[src/rtl/seg7_scan_ctrl_if.sv]
// Display-update handshake between a value producer (master) and seg7_scan_ctrl (slave).
// Nibble i of upd_data is digit i; nibble 0 is the rightmost digit.
interface seg7_scan_ctrl_if #(
    parameter int NDIG = 4
);
    logic              upd_valid;
    logic [4*NDIG-1:0] upd_data;
    logic              upd_ready;

    modport master (
        output upd_valid,
        output upd_data,
        input  upd_ready
    );

    modport slave (
        input  upd_valid,
        input  upd_data,
        output upd_ready
    );
endinterface

[src/rtl/seg7_scan_ctrl.sv]
// Time-multiplexed scan controller for an NDIG-digit common-anode 7-segment display.
// Optional leading-zero blanking is enabled by defining SEG7_LZB_EN.
module seg7_scan_ctrl #(
    parameter int NDIG      = 4,
    parameter int SCAN_DIV  = 50000,
    parameter int BLANK_CYC = 16
) (
    input  logic             clk,
    input  logic             rst_n,
    input  logic             en,
    seg7_scan_ctrl_if.slave  upd,
    output logic [3:0]       bcd_out,
    output logic [NDIG-1:0]  an_n,
    output logic             frame_tick
);
    localparam int CW = (SCAN_DIV > 1) ? $clog2(SCAN_DIV) : 1;
    localparam int IW = $clog2(NDIG);

    localparam logic [CW-1:0] BLANK_LAST = CW'((BLANK_CYC > 0) ? BLANK_CYC - 1 : 0);
    localparam logic [CW-1:0] SHOW_LAST  = CW'(SCAN_DIV - BLANK_CYC - 1);
    localparam logic [IW-1:0] IDX_LAST   = IW'(NDIG - 1);

    typedef enum logic [1:0] {
        IDLE  = 2'd0,
        BLANK = 2'd1,
        SHOW  = 2'd2
    } state_t;

    // Every slot opens dark unless the blank phase is configured away.
    localparam state_t SLOT_START = (BLANK_CYC > 0) ? BLANK : SHOW;

    state_t            state, state_nxt;
    logic [IW-1:0]     idx, idx_nxt;
    logic [CW-1:0]     cnt, cnt_nxt;
    logic              frame_end;

    logic [4*NDIG-1:0] disp, disp_nxt;
    logic [4*NDIG-1:0] pend;
    logic              pend_vld, pend_vld_nxt;
    logic              transfer, commit;

    function automatic logic [3:0] digit_code(input logic [4*NDIG-1:0] val,
                                              input logic [IW-1:0]     i);
        logic [3:0] nib;
        nib = val[4*i +: 4];
`ifdef SEG7_LZB_EN
        if (i != '0 && (val >> (4*i)) == '0) begin
            nib = 4'hF;
        end
`endif
        return nib;
    endfunction

    // ---------------------------------------------------------------- scan FSM
    always_ff @(posedge clk or negedge rst_n) begin
        // NOTE: state registers use non-blocking assignments so every flop samples pre-edge values.
        if (!rst_n) begin
            state <= IDLE;
            idx   <= '0;
            cnt   <= '0;
        end else begin
            state <= state_nxt;
            idx   <= idx_nxt;
            cnt   <= cnt_nxt;
        end
    end

    always_comb begin
        // NOTE: defaults first, so no path through this block leaves a signal unassigned (no latches).
        state_nxt = state;
        idx_nxt   = idx;
        cnt_nxt   = cnt + 1'b1;
        frame_end = 1'b0;

        unique case (state)
            IDLE: begin
                cnt_nxt = '0;
                idx_nxt = '0;
                if (en) begin
                    state_nxt = SLOT_START;
                end
            end
            BLANK: begin
                if (cnt == BLANK_LAST) begin
                    state_nxt = SHOW;
                    cnt_nxt   = '0;
                end
            end
            SHOW: begin
                if (cnt == SHOW_LAST) begin
                    state_nxt = SLOT_START;
                    cnt_nxt   = '0;
                    if (idx == IDX_LAST) begin
                        idx_nxt   = '0;
                        frame_end = 1'b1;
                    end else begin
                        idx_nxt = idx + 1'b1;
                    end
                end
            end
            default: begin
                state_nxt = IDLE;
                idx_nxt   = '0;
                cnt_nxt   = '0;
            end
        endcase

        // Disable overrides everything, including a frame that is just completing.
        if (!en) begin
            state_nxt = IDLE;
            idx_nxt   = '0;
            cnt_nxt   = '0;
            frame_end = 1'b0;
        end
    end

    // ------------------------------------------------------ update double buffer
    // While scanning, new data only lands at frame end so no frame mixes two values.
    assign transfer     = upd.upd_valid & upd.upd_ready;
    assign commit       = pend_vld & (frame_end | (state == IDLE));
    assign disp_nxt     = commit ? pend : disp;
    assign pend_vld_nxt = transfer | (pend_vld & ~commit);

    always_ff @(posedge clk or negedge rst_n) begin
        if (!rst_n) begin
            disp     <= '0;
            pend     <= '0;
            pend_vld <= 1'b0;
        end else begin
            disp     <= disp_nxt;
            pend_vld <= pend_vld_nxt;
            if (transfer) begin
                pend <= upd.upd_data;
            end
        end
    end

    // ---------------------------------------------------------- output registers
    // Outputs are computed from next-state values so the pins line up with the state register.
    always_ff @(posedge clk or negedge rst_n) begin
        if (!rst_n) begin
            an_n          <= '1;
            bcd_out       <= 4'hF;
            frame_tick    <= 1'b0;
            upd.upd_ready <= 1'b1;
        end else begin
            an_n          <= '1;
            bcd_out       <= 4'hF;
            frame_tick    <= frame_end;
            upd.upd_ready <= ~pend_vld_nxt;
            if (state_nxt != IDLE) begin
                bcd_out <= digit_code(disp_nxt, idx_nxt);
            end
            if (state_nxt == SHOW) begin
                an_n <= ~(NDIG'(1) << idx_nxt);
            end
        end
    end
endmodule
[src/flat_wrapper.sv]
// flat-port wrapper written by rule: the top's interface ports become plain ports
module seg7_scan_ctrl_flat 
#(
    parameter int NDIG      = 4,
    parameter int SCAN_DIV  = 50000,
    parameter int BLANK_CYC = 16
)
  (clk, rst_n, en, bcd_out, an_n, frame_tick, upd_upd_valid, upd_upd_data, upd_upd_ready);
  seg7_scan_ctrl_if #(.NDIG(NDIG)) upd_i ();
  input  logic clk;
  input  logic rst_n;
  input  logic en;
  output logic [3:0] bcd_out;
  output logic [NDIG-1:0] an_n;
  output logic frame_tick;
  input wire logic [$bits(upd_i.upd_valid)-1:0] upd_upd_valid;
  input wire logic [$bits(upd_i.upd_data)-1:0] upd_upd_data;
  output wire logic [$bits(upd_i.upd_ready)-1:0] upd_upd_ready;
  assign upd_i.upd_valid = upd_upd_valid;
  assign upd_i.upd_data = upd_upd_data;
  assign upd_upd_ready = upd_i.upd_ready;
  seg7_scan_ctrl #(.NDIG(NDIG), .SCAN_DIV(SCAN_DIV), .BLANK_CYC(BLANK_CYC)) u_core (.clk(clk), .rst_n(rst_n), .en(en), .upd(upd_i), .bcd_out(bcd_out), .an_n(an_n), .frame_tick(frame_tick));
endmodule
[config.mk]
export PLATFORM = sky130hd
export DESIGN_NAME = seg7_scan_ctrl_flat
export DESIGN_NICKNAME = d
export VERILOG_FILES = /design/src/rtl/seg7_scan_ctrl_if.sv /design/src/rtl/seg7_scan_ctrl.sv /design/src/flat_wrapper.sv
export SDC_FILE = /design/constraint.sdc
export NUM_CORES = 1
export LEC_CHECK = 0
export ABC_AREA = 1
export CORE_ASPECT_RATIO = 1.4
export CORE_MARGIN = 2
export CORE_UTILIZATION = 45
export CTS_CLUSTER_SIZE = 14
export DETAILED_ROUTE_END_ITERATION = 8
export HOLD_SLACK_MARGIN = 0.12
export PLACE_DENSITY = 0.65
export SLEW_MARGIN = 10
export SYNTH_ARGS = -nofsm -noshare
export SYNTH_HDL_FRONTEND = slang
export SYNTH_SLANG_ARGS = --single-unit
[constraint.sdc]
create_clock -name clk -period 4.1 [get_ports clk]
set_input_delay 0.82 -clock clk [delete_from_list [all_inputs] [get_ports clk]]
set_output_delay 0.82 -clock clk [all_outputs]
set_load 0.03 [all_outputs]
==> impl_metrics.env <==
export IMPL_clockPowerShare_pct=31.9
export IMPL_cp_num_buf_inv=1
export IMPL_synth_seq_cells=63
export IMPL_finalSetupViolations=0
export IMPL_slew_viol_final=0
export IMPL_seqCellArea_um2=1590
export IMPL_cts_buffers=9
export IMPL_hold_path_class="reg -> reg"
export IMPL_p_leak_nw=1.73
export IMPL_die_h_um=102
export IMPL_ys_flop_type="dfrtp_1"
export IMPL_slowest_delay_ps=660
export IMPL_placed_cells=479
export IMPL_clkSinkCount=63
export IMPL_synth_seq_area_share_pct=51.3
export IMPL_ios=30
export IMPL_wl_per_cell_um=12.1
export IMPL_synthTopCellsByCount="inv_1, nand2_1, dfrtp_1"
export IMPL_hold_path_depth=1
export IMPL_drtIter0Drc=88
export IMPL_total_power_mw=1.50
export IMPL_max_clock_freq_mhz=425
export IMPL_ctsRootBufferMaster="clkbuf_8"
export IMPL_die_w_um=74.1
export IMPL_synth_top_area_share_pct=43.7
export IMPL_cap_violations=0
export IMPL_firstDrtPassIters=4
export IMPL_outcome="completed"
export IMPL_clock_latency_ps=340
export IMPL_crit_family="buffers and inverters"
export IMPL_grt_usage_pct=18.5
export IMPL_ys_warn_count=0
export IMPL_synth_avg_cell_area_um2=8.46
export IMPL_power_switching_uw=419
export IMPL_fill_cells=628
export IMPL_fin_nets=424
export IMPL_overflow=0
export IMPL_reg2reg_depth=12
export IMPL_grt_pass1_vias=2358
export IMPL_grt_first_pass_wirelength_mm=10.6
export IMPL_drc=0
export IMPL_ctsHoldBuffers=0
export IMPL_cts_tree="done"
export IMPL_ys_types=30
export IMPL_row_count=35
export IMPL_r2r_start="u_core.state[0]$_DFF_PN0_"
export IMPL_tns_ps=0
export IMPL_yosys_top_cells_area="dfrtp_1, dfstp_2, inv_1"
export IMPL_yosysMostFrequentCell="inv_1"
export IMPL_grt_max_degree=41
export IMPL_slowest_stage="clkdlybuf4s50_1"
export IMPL_post_cts_setup_buffers=0
export IMPL_multi_input_area_um2=1220
export IMPL_gp_congestion=0.868
export IMPL_fin_cells=495
export IMPL_num_vias=2369
export IMPL_fp_coreArea_um2=6610
export IMPL_fin_area_um2=3620
export IMPL_yosysTopAreaCell="dfrtp_1"
export IMPL_synthToLayoutAreaGrowth_pct=17.1
export IMPL_power_density_nw_per_um2=413
export IMPL_r2r_setup_slack_ps=2000
export IMPL_min_period_ps=2350
export IMPL_cp_end_kind="output pin"
export IMPL_slew_headroom_pct=38.6
export IMPL_async_flop_share_pct=100
export IMPL_clk_pin_slew_ps=70
export IMPL_p_sw_share_pct=28.0
export IMPL_wl_mm=6.00
export IMPL_cp_startpoint="u_core.upd.upd_ready$_DFF_PN1_"
export IMPL_path_cells="clkdlybuf4s50_1"
export IMPL_finalHoldViolCount=0
export IMPL_dieArea_um2=7570
export IMPL_drive_above_1_share_pct=13.2
export IMPL_postRouteAntennaNets=0
export IMPL_synth_area_um2=3100
export IMPL_min_to="u_core.cnt[0]$_DFF_PN0_"
export IMPL_antenna_found_initial=0
export IMPL_syn_num_nets=392
export IMPL_period_share_pct=57.4
export IMPL_arrival_ps=1530
export IMPL_ir_drop_uv=241
export IMPL_clockBufferDepth=2
export IMPL_pwr_share_comb_pct=18.2
export IMPL_diodes=0
export IMPL_initial_utilization_pct=46.8
export IMPL_path_max_fanout=2
export IMPL_internal_power_mw=1.08
export IMPL_cts_resized=0
export IMPL_viasPerCell=4.79
export IMPL_worstSetupPathType="reg -> out"
export IMPL_required_ps=3280
export IMPL_reg2reg_to="u_core.bcd_out[1]$_DFF_PN1_"
export IMPL_portBuffers=29
export IMPL_rsz0062_at_grt="false"
export IMPL_fin_skew_ps=8.02
export IMPL_worstMarginPinSlew_ps=919
export IMPL_start_kind="flip-flop"
export IMPL_syn_inst=366
export IMPL_hp_start="u_core.cnt[0]$_DFF_PN0_"
export IMPL_place_area_um2=3450
export IMPL_htreeDepth=3
export IMPL_hpwl_mm=4.41
export IMPL_synth_edff_count=0
export IMPL_p_seq_share_pct=49.9
-- worst max-delay path by stage --
stage / to / slack (ps) / cells after the start
floorplan: u_core.bcd_out[2]$_DFF_PN1_ / 2300 / 10
global placement: u_core.bcd_out[0]$_DFF_PN1_ / 1560 / 11
detailed placement: u_core.bcd_out[1]$_DFF_PN1_ / 1510 / 11
CTS: upd_upd_ready / 1720 / 1
global route: u_core.bcd_out[0]$_DFF_PN1_ / 1680 / 11
finish: upd_upd_ready / 1750 / 1
-- power by group through the flow --
stage	logic [mW]	registers, mW	clock network [mW]
global route	0.317	0.754	0.527
detailed placement	0.274	0.758	0
global placement	0.270	0.756	0
finish	0.273	0.746	0.478
CTS	0.277	0.746	0.496
floorplan	0.190	0.760	0
-- layout by cell type (no fill, tap or decap) --
cell,count
ha_1,6
nor2_1,43
xnor2_1,3
nor2_2,3
inv_2,4
nor3b_1,2
and2_1,16
nor3_2,3
xor2_1,3
a21oi_4,1
buf_4,1
clkinv_2,2
o21ai_1,2
o21bai_1,1
nand4_1,2
o21ai_0,5
clkdlybuf4s50_1,28
nand3_2,5
nand3_1,42
dfrtp_1,54
clkinvlp_4,1
nand2_2,10
inv_1,57
a21oi_1,24
dfstp_2,9
clkbuf_1,2
buf_2,1
nor3_1,4
nand2_4,2
a31oi_1,1
clkbuf_8,11
nand2_1,55
-- metrics by stage --
step / hold slack, ps / worst slack [ps] / utilization [%]
after floorplan: 433 / 2300 / -
after global placement: 446 / 1560 / 52.1
after detailed placement: 464 / 1510 / 52.1
after CTS: 473 / 1720 / 54.8
after global routing: 486 / 1680 / 54.8
final: 464 / 1750 / 54.8
-- metal layers --
| metal | global-route usage [%] | share of wire [%] |
|---|---|---|
| met1 | 21.5 | 42 |
| met2 | 31.3 | 52 |
| met3 | 4.73 | 3.5 |
| met4 | 9.09 | 2.6 |
| met5 | 0 | 0 |
-- cells by family (layout without fill, tap and decap cells) --
kind of cell    after synthesis  in the layout  synth area share (%)
simple gates                187            187                  29.4
buf+inv                      70            107                  9.22
flops                        63             63                  51.3
compound gates               34             34                  5.98
fa+ha+maj                     6              6                  2.43
xor+xnor                      6              6                  1.70
-- worst reg2reg max path, delay by kind of cell, from the launching register on --
| kind | cells | cell delay [ps] |
|---|---|---|
| flops | 1 | 410 |
| simple gates | 9 | 1200 |
| fa+ha+maj | 1 | 260 |
| buf+inv | 2 | 180 |
-- cell type report --
cell class              count  area share [%]
clock buffers              13            4.39
clock inverters             3           0.483
inverters                  61            6.32
multi-input cells         233            33.7
flip-flops and latches     63            43.8
well taps                  92            3.18
repair buffers             30            8.08
-- state kept, by name, summed over array words and instances (netlist names), 2 cells and up --
signal / cells
u_core.cnt: 16
u_core.pend: 16
u_core.an_n: 4
u_core.bcd_out: 4
u_core.state: 2
u_core.disp: 16
u_core.idx: 2
Power figures use the tool's default switching activity.
